## config.mk

```make
export PLATFORM = sky130hd
export DESIGN_NAME = fifo_rd_stream
export DESIGN_NICKNAME = d
export VERILOG_FILES = /design/src/rtl/fifo_rd_stream.sv
export SDC_FILE = /design/constraint.sdc
export NUM_CORES = 1
export LEC_CHECK = 0
export CAP_MARGIN = 20
export CORE_MARGIN = 4
export CORE_UTILIZATION = 42
export CTS_CLUSTER_SIZE = 30
export DETAILED_ROUTE_END_ITERATION = 8
export PLACE_DENSITY = 0.93
export SYNTH_ARGS = -nofsm -noshare
export SYNTH_HDL_FRONTEND = slang
export SYNTH_SLANG_ARGS = --single-unit
```

## constraint.sdc

```tcl
create_clock -name rclk -period 6.05 [get_ports rclk]
set_clock_uncertainty 0.1 [all_clocks]
set_input_delay 1.21 -clock rclk [delete_from_list [all_inputs] [get_ports rclk]]
set_output_delay 1.21 -clock rclk [all_outputs]
set_load 0.05 [all_outputs]
```

## src/rtl/fifo_rd_stream.sv

```systemverilog
// Read side of an async FIFO with a registered valid/ready output stage.
// Optional almost-empty flag is built only when FIFO_RD_ALMOST_EMPTY_EN is defined.
module fifo_rd_stream #(
  parameter int DATASIZE      = 8,
  parameter int ADDRSIZE      = 4,
  parameter int AEMPTY_THRESH = 2
) (
  input  logic                rclk,
  input  logic                rrst,
  input  logic [ADDRSIZE:0]   rq2_wptr,
  input  logic [DATASIZE-1:0] rdata,
  output logic [ADDRSIZE-1:0] raddr,
  output logic [ADDRSIZE:0]   rptr,
  output logic                rempty,
  output logic                m_valid,
  input  logic                m_ready,
  output logic [DATASIZE-1:0] m_data
`ifdef FIFO_RD_ALMOST_EMPTY_EN
  ,
  output logic                arempty
`endif
);

  // The threshold is compared against a pointer-width occupancy, so it must fit.
  if (AEMPTY_THRESH < 0 || AEMPTY_THRESH > (1 << ADDRSIZE)) begin : g_bad_thresh
    $error("AEMPTY_THRESH out of range for ADDRSIZE");
  end

  logic [ADDRSIZE:0] r_rbin;
  logic              w_pop;
  logic [ADDRSIZE:0] w_rbin_next;
  logic [ADDRSIZE:0] w_rgray_next;

  assign w_pop        = !rempty && (!m_valid || m_ready);
  assign w_rbin_next  = r_rbin + {{ADDRSIZE{1'b0}}, w_pop};
  assign w_rgray_next = w_rbin_next ^ (w_rbin_next >> 1);
  assign raddr        = r_rbin[ADDRSIZE-1:0];

  always_ff @(posedge rclk) begin
    if (rrst) begin
      r_rbin <= '0;
      rptr   <= '0;
      rempty <= 1'b1;
    end else begin
      r_rbin <= w_rbin_next;
      rptr   <= w_rgray_next;
      rempty <= (w_rgray_next == rq2_wptr);
    end
  end

  // Output stage: a pop refills the slot on the same edge it is consumed.
  always_ff @(posedge rclk) begin
    if (rrst) begin
      m_valid <= 1'b0;
      m_data  <= '0;
    end else if (w_pop) begin
      m_valid <= 1'b1;
      m_data  <= rdata;
    end else if (m_ready) begin
      m_valid <= 1'b0;
    end
  end

`ifdef FIFO_RD_ALMOST_EMPTY_EN
  localparam logic [ADDRSIZE:0] LP_AE_THRESH = AEMPTY_THRESH[ADDRSIZE:0];

  logic [ADDRSIZE:0] w_wbin;
  logic [ADDRSIZE:0] w_occupancy;

  always_comb begin
    w_wbin = '0;
    for (int i = 0; i <= ADDRSIZE; i++) begin
      w_wbin[i] = ^(rq2_wptr >> i);
    end
  end

  assign w_occupancy = w_wbin - w_rbin_next;

  always_ff @(posedge rclk) begin
    if (rrst) begin
      arempty <= 1'b1;
    end else begin
      arempty <= (w_occupancy <= LP_AE_THRESH);
    end
  end
`endif

endmodule
```

==> results by group <==
Outcome
  – Status: complete, no violations

Setup path
  – Startpoint types: input pin
  – Crit path depth: 11
  – Crit path from: m_ready
  – Most used cell, CP: ha_1
  – Crit Reg-Reg Endpoint: rempty
  – Reg2Reg Setup Slack: 3.82 ns
  – FF-to-FF path depth: 10
  – Crit path to: rempty
  – Cell Chain, Critical Path: clkdlybuf4s50_1 -> nand2b_1 -> nor2b_1 -> buf_4 -> ha_1 -> ha_1 -> nand3_1 -> xor2_1 -> nor2_1 -> a22oi_1 -> o21bai_1
  – Crit path required time: 6.14 ns
  – CP Capture Type: flip-flop
  – RR Startpoint: m_valid
  – Slowest-stage cell, CP: clkdlybuf4s50_1
  – Worst path bufs/invs: 2
  – Kind of critical path: input pin to flip-flop
  – Crit path max fanout: 9
  – CP delay by family, top: buffers and inverters
  – Slowest stage delay, CP: 0.45 ns
  – Worst EP arrival: 3.39 ns

Power and ir drop
  – Cell internal pwr: 0.000194 W
  – Sw Ratio: 0.317
  – Pwr Density: 245 nW/um2
  – Comb pwr share: 0.296
  – Sequential share of power: 0.483
  – Leak pwr: 0.468 nW
  – Net Sw Power: 0.0000902 W
  – Maximum vdd drop: 0.000166 V
  – Clock power share: 0.220

Clock network
  – TritonCTS clock tree: built
  – Clk_lat worst skew: 0.29 ns
  – Num Clock Sinks: 19
  – Maximum clock path buffer count: 2
  – Root buffer cell: clkbuf_4
  – CTS buffer count: 3
  – Setup Buffers After CTS: 0
  – Post-CTS Resized: 0
  – H-tree levels: 1
  – Clock slew seen by the registers of the worst setup and hold paths: 0.11 ns
  – Hold buffers post-CTS: 0

Detailed routing
  – DRC violations left: 0
  – Drt initial violations: 0
  – Routed wire per std cell: 12.5 um
  – Drt pass-1 iters: 1
  – Via count: 623
  – ANT nets after route: 0
  – DR vias/cell: 4.58
  – Routed Wire Length: 1.70 mm

Hold path
  – Hold crit path type: flip-flop to flip-flop

Cells and area
  – Post-Layout Inst Area: 1160 um2
  – FF+latch area: 380 um2
  – Commonest non-fill, non-tap cell in the layout: clkdlybuf4s50_1
  – Multi-input gate area: 374 um2
  – # diodes: 0
  – Most frequent cells in the layout: 34 x clkdlybuf4s50_1, 19 x dfxtp_1, 15 x nor2_1
  – Final core utilization: 0.672
  – Fill cells: 151
  – Cell Count, Final, Fillers Out: 136
  – Ratio of cells with drive above 1 in the final layout: 0.0450
  – P&R area growth vs syn: 51.2%
  – Final net count: 130

Timing
  – Endpoints failing setup: 0
  – Final Max Slew Viols: 0
  – Fin Setup TNS: 0 ns
  – Tightest Pin Transition: 0.629 ns
  – Minimum clock period: 3.31 ns
  – Period utilization: 0.547
  – Fin. Hold Viols: 0
  – Peak Freq: 302 MHz
  – Worst relative slew slack: 0.579
  – Unrepaired setup endpoints after global routing: no

Job
  – Max cap viols: 0

Logic synthesis
  – Syn_area_per_cell: 10.2 um2
  – Syn_nets: 93
  – YS warnings: 0
  – Sequential-to-total area share from yosys stat: 0.496
  – Synth unique cells: 20
  – Post-Synthesis Cells: 75
  – Post-synthesis cell area: 767 um2
  – Synth Register Bits: 19

Placed design
  – PortBufs: 34
  – Dpl hpwl: 1.39 mm
  – Routability cong.: 0.738
  – DP Area: 1130 um2
  – Dpl cells: 132

Floorplan
  – Die Span X: 50.7 um
  – Row Count: 15
  – Core area: 1730 um2
  – IO Pins: 35
  – Die Ht: 50.7 um
  – Die area: 2570 um2
  – Starting density of the core: 0.444

GRT
  – First-pass GRT wire length: 2.73 mm
  – Pin count of the biggest net entering global routing: 20
  – Tot GR Track Use: 0.137
  – Initial antenna violation count: 0
  – GRT overflow: 0
  – Vias in the first global route: 624
==> per-layer routing <==
| metal | vias up | GRT usage | wire length, um |
|---|---|---|---|
| met5 | - | 0 | 0 |
| met1 | 291 | 0.146 | 659 |
| met4 | 0 | 0.0404 | 0 |
| li1 | 316 | - | - |
| met2 | 16 | 0.272 | 966 |
| met3 | 0 | 0.0178 | 77 |
==> state kept, by name, summed over array words and instances, names as in the netlist <==
register	count
m_data	8
rptr	5
r_rbin	4
m_valid	1
rempty	1
==> power by group through the flow <==
stage	registers (W)	logic (W)	clock network [W]
4_1_cts	0.000138	0.0000852	0.0000629
5_1_grt	0.000139	0.0000887	0.0000690
6_report	0.000138	0.0000843	0.0000627
3_3_place_gp	0.000140	0.0000835	0
2_1_floorplan	0.000169	0.0000245	0
3_5_place_dp	0.000141	0.0000850	0
==> synthesized netlist by cell type <==
master	count	area [um2]
and3_1	1	6.26
nand2b_1	1	6.26
a21boi_0	1	7.51
ha_1	2	25.0
nor3_1	1	5.00
xnor2_1	6	52.6
dfxtp_1	19	380
nand3_1	2	10.0
o21ai_1	1	5.00
xor2_2	1	16.3
a22oi_1	1	7.51
xor2_1	6	52.6
a21oi_1	1	5.00
buf_1	1	3.75
buf_2	1	5.00
mux2i_1	8	80.1
nor2b_1	5	31.3
nor2_1	15	56.3
o21bai_1	1	7.51
clkbuf_1	1	3.75
==> cell families (layout without fill, tap and decap cells) <==
group	Yosys count	in the layout	synth area share
and+or+nand+nor	25	25	0.150
muxes	8	8	0.104
xor gates and xnor gates	13	13	0.158
DFF	19	19	0.496
buffers and inverters	3	39	0.0163
adders and majority gates	2	2	0.0326
AOI/OAI and AO/OA	5	5	0.0424
==> worst min-delay path by stage <==
stage | from | to | slack [ns] | cells past startpoint
6_report | rempty | m_valid | 0.38 | 1
5_1_grt | rempty | m_valid | 0.43 | 1
4_1_cts | rempty | m_valid | 0.40 | 1
2_1_floorplan | rempty | m_valid | 0.58 | 1
3_5_place_dp | rempty | m_valid | 0.37 | 1
3_3_place_gp | rempty | m_valid | 0.35 | 1
==> cell type report <==
cell class / instances / share of cell area
multi-input cells: 53 / 0.323
flip-flops and latches: 19 / 0.328
clock buffers: 4 / 0.0227
well taps: 25 / 0.0270
repair buffers: 35 / 0.300
==> metrics by stage <==
step / setup WS (ns) / power, W / hold WS [ns]
2_1_floorplan: 2.97 / 0.000194 / 0.577
3_3_place_gp: 2.53 / 0.000224 / 0.348
3_5_place_dp: 2.43 / 0.000226 / 0.370
4_1_cts: 2.73 / 0.000286 / 0.396
5_1_grt: 2.55 / 0.000296 / 0.425
6_report: 2.74 / 0.000285 / 0.382
Power figures use the tool's default switching activity.
